--- src/rtl/sim_tick_pkg.sv ---
// Shared types and constants for the HIL simulation timebase.
package sim_tick_pkg;

    typedef enum logic [1:0] {
        IDLE = 2'd0,
        RUN  = 2'd1,
        STEP = 2'd2
    } state_t;

    localparam int FAST_DIV_DEF   = 500;
    localparam int SLOW_RATIO_DEF = 100;

    function automatic int clog2(input int value);
        int result;
        result = 0;
        while ((1 << result) < value) begin
            result = result + 1;
        end
        return result;
    endfunction

endpackage

--- src/rtl/tick_prescaler.sv ---
// Modulo-DIV counter that advances while enabled and emits a registered
// one-cycle pulse on the cycle after it wraps.
module tick_prescaler
    import sim_tick_pkg::*;
#(
    parameter int DIV = 2
) (
    input  logic i_clk,
    input  logic i_rst,
    input  logic i_en,
    output logic o_wrap
);

    localparam int CW = (clog2(DIV) < 1) ? 1 : clog2(DIV);
    localparam logic [CW-1:0] LAST = CW'(DIV - 1);

    logic [CW-1:0] r_count;
    logic          r_wrap;
    logic          w_at_last;

    assign w_at_last = (r_count == LAST);
    assign o_wrap    = r_wrap;

    // Holding the count while disabled keeps the phase across pauses.
    always_ff @(posedge i_clk) begin
        if (i_rst) begin
            r_count <= '0;
            r_wrap  <= 1'b0;
        end else begin
            r_wrap <= i_en && w_at_last;
            if (i_en) begin
                r_count <= w_at_last ? '0 : r_count + CW'(1);
            end
        end
    end

endmodule

--- src/rtl/sim_tick_scheduler.sv ---
// Run/stop/step controlled fast and slow tick generator with a tick/ack
// handshake towards the sim engine and a sticky overrun flag.
module sim_tick_scheduler
    import sim_tick_pkg::*;
#(
    parameter int FAST_DIV   = FAST_DIV_DEF,
    parameter int SLOW_RATIO = SLOW_RATIO_DEF,
    parameter int STEP_W     = 16
) (
    input  logic              i_clk_50Mhz,
    input  logic              i_rst,
    input  logic              i_cmd_run,
    input  logic              i_cmd_stop,
    input  logic              i_cmd_step,
    input  logic [STEP_W-1:0] i_step_count,
    input  logic              i_sim_ack,
    output logic              o_fast_tick,
    output logic              o_slow_tick,
    output logic              o_running,
    output logic              o_sim_pending,
    output logic              o_overrun,
    output logic [31:0]       o_tick_count
);

    state_t            r_state;
    state_t            w_next_state;
    logic [STEP_W-1:0] r_remaining;
    logic [STEP_W-1:0] w_next_remaining;
    logic              w_clear_overrun;
    logic              r_running;
    logic              r_fast_tick;
    logic              r_sim_pending;
    logic              r_overrun;
    logic [31:0]       r_tick_count;
    logic              w_fast_wrap;
    logic              w_slow_wrap;

    tick_prescaler #(.DIV(FAST_DIV)) u_fast_prescaler (
        .i_clk  (i_clk_50Mhz),
        .i_rst  (i_rst),
        .i_en   (r_running),
        .o_wrap (w_fast_wrap)
    );

    // The slow divider advances on the same edge that raises fast_tick,
    // so its pulse lines up with the matching fast_tick.
    tick_prescaler #(.DIV(SLOW_RATIO)) u_slow_divider (
        .i_clk  (i_clk_50Mhz),
        .i_rst  (i_rst),
        .i_en   (w_fast_wrap),
        .o_wrap (w_slow_wrap)
    );

    always_ff @(posedge i_clk_50Mhz) begin
        if (i_rst) begin
            r_state     <= IDLE;
            r_remaining <= '0;
            r_running   <= 1'b0;
        end else begin
            r_state     <= w_next_state;
            r_remaining <= w_next_remaining;
            r_running   <= (w_next_state != IDLE);
        end
    end

    always_comb begin
        w_next_state     = r_state;
        w_next_remaining = r_remaining;
        w_clear_overrun  = 1'b0;
        case (r_state)
            IDLE: begin
                if (!i_cmd_stop) begin
                    if (i_cmd_run) begin
                        w_next_state    = RUN;
                        w_clear_overrun = 1'b1;
                    end else if (i_cmd_step && (i_step_count != '0)) begin
                        w_next_state     = STEP;
                        w_next_remaining = i_step_count;
                    end
                end
            end
            RUN: begin
                if (i_cmd_stop) begin
                    w_next_state = IDLE;
                end
            end
            STEP: begin
                // Step budget is consumed on the edge that raises fast_tick.
                if (i_cmd_stop) begin
                    w_next_state     = IDLE;
                    w_next_remaining = '0;
                end else if (i_cmd_run) begin
                    w_next_state     = RUN;
                    w_next_remaining = '0;
                end else if (w_fast_wrap) begin
                    if (r_remaining == STEP_W'(1)) begin
                        w_next_state     = IDLE;
                        w_next_remaining = '0;
                    end else begin
                        w_next_remaining = r_remaining - STEP_W'(1);
                    end
                end
            end
            default: begin
                w_next_state     = IDLE;
                w_next_remaining = '0;
            end
        endcase
    end

    always_ff @(posedge i_clk_50Mhz) begin
        if (i_rst) begin
            r_fast_tick   <= 1'b0;
            r_sim_pending <= 1'b0;
            r_overrun     <= 1'b0;
            r_tick_count  <= '0;
        end else begin
            r_fast_tick <= w_fast_wrap;
            if (r_fast_tick) begin
                r_tick_count  <= r_tick_count + 32'd1;
                r_sim_pending <= 1'b1;
            end else if (i_sim_ack) begin
                r_sim_pending <= 1'b0;
            end
            if (r_fast_tick && r_sim_pending && !i_sim_ack) begin
                r_overrun <= 1'b1;
            end else if (w_clear_overrun) begin
                r_overrun <= 1'b0;
            end
        end
    end

    assign o_fast_tick   = r_fast_tick;
    assign o_slow_tick   = w_slow_wrap;
    assign o_running     = r_running;
    assign o_sim_pending = r_sim_pending;
    assign o_overrun     = r_overrun;
    assign o_tick_count  = r_tick_count;

endmodule

--- config.mk ---
export PLATFORM = sky130hd
export DESIGN_NAME = sim_tick_scheduler
export DESIGN_NICKNAME = d
export VERILOG_FILES = /design/src/rtl/sim_tick_pkg.sv /design/src/rtl/tick_prescaler.sv /design/src/rtl/sim_tick_scheduler.sv
export SDC_FILE = /design/constraint.sdc
export NUM_CORES = 1
export LEC_CHECK = 0
export CAP_MARGIN = 30
export CORE_MARGIN = 5
export CORE_UTILIZATION = 58
export CTS_BUF_LIST = sky130_fd_sc_hd__clkbuf_4 sky130_fd_sc_hd__clkbuf_8 sky130_fd_sc_hd__clkbuf_16
export DETAILED_ROUTE_END_ITERATION = 16
export GPL_ROUTABILITY_DRIVEN = 1
export PLACE_DENSITY = 0.85
export SLEW_MARGIN = 20
export SYNTH_ARGS = -nofsm -noshare
export SYNTH_HDL_FRONTEND = slang
export SYNTH_HIERARCHICAL = 1
export SYNTH_SLANG_ARGS = --single-unit
--- constraint.sdc ---
create_clock -name i_clk_50Mhz -period 3.75 [get_ports i_clk_50Mhz]
set_input_delay 0.5625 -clock i_clk_50Mhz [delete_from_list [all_inputs] [get_ports i_clk_50Mhz]]
set_output_delay 0.5625 -clock i_clk_50Mhz [all_outputs]
set_load 0.03 [all_outputs]
# Word level (Yosys, flattened, before mapping)
# Cells that the tools add are included.
dict set report word_totals {
  in_bits 22
  wordCells 63
  output_inout_bits 37
  register_bits 72
}
dict set report classes {
  n_reduce_logical 12
  addsub 4
  bitwise 1
  eq_ne 9
  n_mux 26
}
# cell count
set ops {}
lappend ops {{16-bit 2-to-1 mux} 7}
lappend ops {{16-bit one-hot mux with 3 select lines} 1}
lappend ops {{32-bit by 1-bit adder with 32-bit output, second input constant} 1}
lappend ops {{16-bit by 1-bit equality test with 1-bit output, second input constant} 1}
lappend ops {{2-bit 2-to-1 mux} 8}
lappend ops {{16-bit nonzero test} 1}
lappend ops {{16-bit by 1-bit subtractor with 16-bit output, second input constant} 1}
lappend ops {{9-bit by 1-bit adder with 9-bit output, second input constant} 1}
lappend ops {{9-bit equality test, second input constant} 1}
lappend ops {{9-bit 2-to-1 mux} 1}
lappend ops {{7-bit by 1-bit adder with 7-bit output, second input constant} 1}
lappend ops {{7-bit equality test, second input constant} 1}
lappend ops {{1-bit 2-to-1 mux} 7}
lappend ops {{7-bit 2-to-1 mux} 1}
lappend ops {{2-bit != test, second input constant} 3}
lappend ops {{2-bit one-hot mux with 3 select lines} 1}
lappend ops {{2-bit nonzero test} 3}
lappend ops {{1-bit logical AND} 5}
lappend ops {{5-bit AND reduction} 1}
lappend ops {{4-bit by 3-bit != test with 1-bit output, second input constant} 1}
lappend ops {{2-bit by 1-bit equality test with 1-bit output, second input constant} 1}
lappend ops {{2-bit equality test, second input constant} 1}
lappend ops {{2-bit zero test} 1}
lappend ops {{1-bit zero test} 1}
lappend ops {{1-bit inverter} 1}

# Depth between registers and ports, before layout
dict set report logic_depth {
  depth_word 7
  ltp_mapped 8
  ltp_nobuf 7
}

# Cells and area by module
# Netlist, hierarchy kept.
# module instances area_each_um2 cells_each
set modules_own_cells {}
lappend modules_own_cells {sim_tick_scheduler 1 2889.0 349}
lappend modules_own_cells {{tick_prescaler at u_fast_prescaler} 1 464.2 51}
lappend modules_own_cells {{tick_prescaler at u_slow_divider} 1 372.9 39}

# Worst setup path after synthesis
# No wires, ideal clock.
dict set report synth_timing {
  kind {register -> register}
  from {reg r_tick_count[0] (netlist: o_tick_count[0])}
  to {reg r_tick_count[26] (netlist: o_tick_count[26])}
  setup_slack_ns 1.592
  setup_ns 0.128
  stages_incl_launch_ff 8
  path_buffers 1
  arrival_time_ns 2.031
  cell_sequence {dfxtp_1 > ha_1 > nand4_2 > or4_1 > buf_2 > nor4_1 > xnor2_1 > nor2_1}
}
dict set report synth_via {
  elab_chain_cells 1
}
# element line_no
set synth_rtl {}
lappend synth_rtl {{start: declaration} sim_tick_scheduler.sv:34} ;# logic [31:0] r_tick_count;
lappend synth_rtl {{start signal: assignment} sim_tick_scheduler.sv:120} ;# r_tick_count <= r_tick_count + 32'd1;
lappend synth_rtl {{32-bit by 1-bit adder with 32-bit output} sim_tick_scheduler.sv:120}
# Every way passes these cells.
# A chain may end at the register's enable or synchronous reset.

# Worst setup path after layout
dict set report layout_timing {
  from {reg r_remaining[6]}
  to {reg r_remaining[10]}
}
dict set report layout_via {
  elab_chain_cells 6
  elab_cells_between_ends 7
}
# element line_no
set layout_rtl {}
lappend layout_rtl {{start: declaration} sim_tick_scheduler.sv:27} ;# logic [STEP_W-1:0] r_remaining;
lappend layout_rtl {{start signal: assignment} sim_tick_scheduler.sv:61} ;# r_remaining <= w_next_remaining;
lappend layout_rtl {{16-bit by 1-bit subtractor with 16-bit output / 16-bit by 1-bit equality test with 1-bit output (equally long branches)} {sim_tick_scheduler.sv:100, sim_tick_scheduler.sv:96}}
lappend layout_rtl {{16-bit 2-to-1 mux (*)} sim_tick_scheduler.sv:96} ;# if (r_remaining == STEP_W'(1)) begin
lappend layout_rtl {{16-bit 2-to-1 mux (*)} sim_tick_scheduler.sv:95} ;# end else if (w_fast_wrap) begin
lappend layout_rtl {{16-bit 2-to-1 mux (*)} sim_tick_scheduler.sv:92} ;# end else if (i_cmd_run) begin
lappend layout_rtl {{16-bit 2-to-1 mux (*)} sim_tick_scheduler.sv:89} ;# if (i_cmd_stop) begin
lappend layout_rtl {{16-bit one-hot mux with 3 select lines (*)} sim_tick_scheduler.sv:70} ;# case (r_state)
# Mark *: on every way between the ends. The rest lies on a longest branch, timed or not. The select of a mux whose other input is x is not followed.

==> results.cfg <==
[synthesis]
ys.flop_type = dfxtp_1
syn_inst = 439
synthArstFlopShare_pct = 0
ys_ff_latch = 72
syn-num-nets = 466
synth_edf_count = 0
avgSynthCellArea_um2 = 8.488
synth.distinct_cells = 67
syn-cell-area_um2 = 3726
ys_seq_area_share_pct = 38.68
ys.warnings.count = 6

[route]
route.detailed.drc = 0
via_per_inst = 6.156
drt_wl_total_mm = 9.591
postRouteAntennaNets = 0
wl_per_cell_um = 16.65
vias = 3546
first_pass_iters = 5
first_iter_violations = 268

[finish]
fill_cells = 497
layout-drive-gt1-share_pct = 8.216
n_antenna_cell = 0
area_growth_syn_to_layout_pct = 21.76
final_area_um2 = 4537
nets = 521
finalNonFillerCells = 576

[cts]
hold_buffers = 0
cts_root_buf = clkbuf_8
cts_sinks = 72
cts-htree-levels = 3
clock_latency_ns = 0.35
clk_pin_slew_worst_paths_ns = 0.08
cts_tree = done
numCtsBuffers = 9
cts_resized = 0
clockBufferDepth = 2
cts_setup_buffers = 0

[critical_path]
critical_path_arrival_ns = 2.75
critPathTopFamily = simple AND/OR/NAND/NOR gates
cp.required_ns = 3.96
critical_path_peak_fanout = 15
reg2reg_slack_ns = 1.21
critPathCaptureType = register
cp_cell_sequence = or4_4, nor4_4, nor2_2, a311oi_1, o22ai_1
rr_worst_depth = 5
crit_path_top_delay_cell = nor4_4
crit_path_start_kind = register
max_stage_delay_ns = 0.67
r2r-end = r_remaining[10]$_SDFFE_PP0P_
path_buf_inv = 0
worstReg2RegStart = r_remaining[6]$_SDFFE_PP0P_
crit_type = register to register

[timing]
final.setup_skew_ns = 0.01209
tightest_slew_ns = 0.7676
fin_crit_ns = 2.540
fin_crit_sh_pct = 67.74
drv_slew = 0
relSlewSlack_pct = 48.36
finalHoldViolations = 0
finalSetupViolations = 0
fmax_mhz = 393.6
setup_tns_ns = 0
grt_setup_unrepaired = no

[placement]
place_area_um2 = 4327
dp.cells = 560
gp_congestion = 0.9056
dp.final_hpwl_mm = 6.662
numPortBuffers = 58

[grt]
antenna_found_initial = 0
grt_max_degree = 41
track_usage_pct = 23.48
grt_pass1_wl_mm = 16.22
grt_overflow = 0
grt_pass1_vias = 3353

[pwr]
p_sw_mw = 0.4136
pwr_density_cell_nw_per_um2 = 355.6
irDropWorstVdd_uv = 252.6
sw_frac_of_total_pct = 25.63
p_comb_share_pct = 10.4
total_power_mw = 1.613
leakage_nw = 1.519
p_clk_share_pct = 40.5
seqPwrFrac_pct = 49.1
internal-power_mw = 1.200

[min_path]
holdCritStartpoint = o_overrun$_SDFFE_PP0P_
min_to = o_overrun$_SDFFE_PP0P_
hold_path.class = register to register
hold_path_depth = 2

[floorplanning]
core-area_um2 = 6314
dieArea_um2 = 8127
die_x_um = 90.15
start_util_pct = 59.02
rows = 29
io_pins = 59
die_height_um = 90.15

[run]
drv_cap = 0

[run_status]
status = complete, no violations
worst max-delay path by stage:
stage                                             from                             to  cells past startpoint
after global placement                i_step_count[11]    r_remaining[7]$_SDFFE_PP0P_                      7
after CTS                  r_remaining[6]$_SDFFE_PP0P_   r_remaining[10]$_SDFFE_PP0P_                      5
after floorplan           o_tick_count[0]$_SDFFE_PP0P_  o_tick_count[26]$_SDFFE_PP0P_                      7
after detailed placement              i_step_count[11]    r_remaining[1]$_SDFFE_PP0P_                      7
after global routing       r_remaining[6]$_SDFFE_PP0P_   r_remaining[10]$_SDFFE_PP0P_                      5
final                      r_remaining[6]$_SDFFE_PP0P_   r_remaining[10]$_SDFFE_PP0P_                      5
layout by cell type (no fill, tap or decap), types with 4 or more instances in the layout:
cell type	synthesis	layout
nand3_1	18	18
nor2_1	56	56
nor3_1	14	14
nand2_1	35	35
a21oi_1	23	23
a32oi_1	5	5
nor2b_1	4	4
nand4_1	18	18
buf_4	4	4
xnor2_1	17	17
o31a_1	4	4
nor4_1	15	15
or3_1	11	11
clkbuf_8	0	11
xor2_1	17	17
and3_1	6	6
clkdlybuf4s50_1	0	57
ha_1	5	5
o32ai_1	5	5
inv_1	14	14
nand2b_1	4	4
o21ai_0	10	10
dfxtp_1	72	72
flip-flops by register name (all words and copies together), names as in the netlist:
signal,cells
o_fast_tick,1
o_overrun,1
o_running,1
o_sim_pending,1
o_tick_count,32
r_remaining,16
r_state,2
u_fast_prescaler/o_wrap,1
u_fast_prescaler/r_count,9
u_slow_divider/o_wrap,1
u_slow_divider/r_count,7
power groups by stage:
| stage | logic (mW) | clock network, mW | registers (mW) |
|---|---|---|---|
| floorplan | 0.112 | 0 | 0.804 |
| global placement | 0.162 | 0 | 0.809 |
| detailed placement | 0.164 | 0 | 0.809 |
| CTS | 0.165 | 0.661 | 0.792 |
| global route | 0.184 | 0.695 | 0.794 |
| finish | 0.168 | 0.653 | 0.792 |
synthesized netlist by cell type, types with 6 or more instances:
master	number	area, um2
xnor2_1	17	148.9
o21ai_0	10	50.05
nor3_1	14	70.07
clkbuf_1	9	33.78
and3_1	6	37.54
or3_1	11	68.82
xor2_1	17	148.9
a21oi_1	23	115.1
nand3_1	18	90.09
nor2_1	56	210.2
inv_1	14	52.55
nor4_1	15	93.84
dfxtp_1	72	1441
nand4_1	18	112.6
nand2_1	35	131.4
worst reg2reg max path: stages, from the launching register on:
cell	delay (ns)
dfxtp_1	0.38
or4_4	0.61
nor4_4	0.68
nor2_2	0.30
a311oi_1	0.34
o22ai_1	0.11
layer usage:
metal,wire [um],part of all wire (%),up-vias,GRT usage [%]
li1,-,-,1731,-
met1,4057,42,1656,30.03
met2,4744,49,141,38.48
met3,616,6.4,18,5.259
met4,172,1.8,0,8.933
met5,0,0,-,0
cell type report:
| cell class | instances | area [um2] | area share (%) |
|---|---|---|---|
| repair buffers | 62 | 605.6 | 13.35 |
| well taps | 77 | 96.34 | 2.124 |
| multi-input cells | 335 | 2131 | 46.97 |
| inverters | 14 | 52.55 | 1.158 |
| flip-flops and latches | 72 | 1441 | 31.77 |
| clock buffers | 12 | 158.9 | 3.502 |
| clock inverters | 4 | 51.30 | 1.131 |
kinds of logic after synthesis:
family	synth area share, %
flip-flops	38.68
AND/OR/NAND/NOR	31.43
adder cells (fa/ha/maj)	1.679
XOR/XNOR	7.992
buffers and inverters	4.130
multiplexers	0.8059
AO/OA/AOI/OAI	15.28
stage by stage:
stage	setup slack, ns	hold slack, ns	util (%)
floorplan	1.592	0.4487	-
global placement	1.081	0.4661	68.53
detailed placement	1.065	0.4713	68.53
CTS	1.269	0.4817	71.86
global route	1.024	0.5123	71.86
finish	1.210	0.4826	71.86
Power figures use the tool's default switching activity.
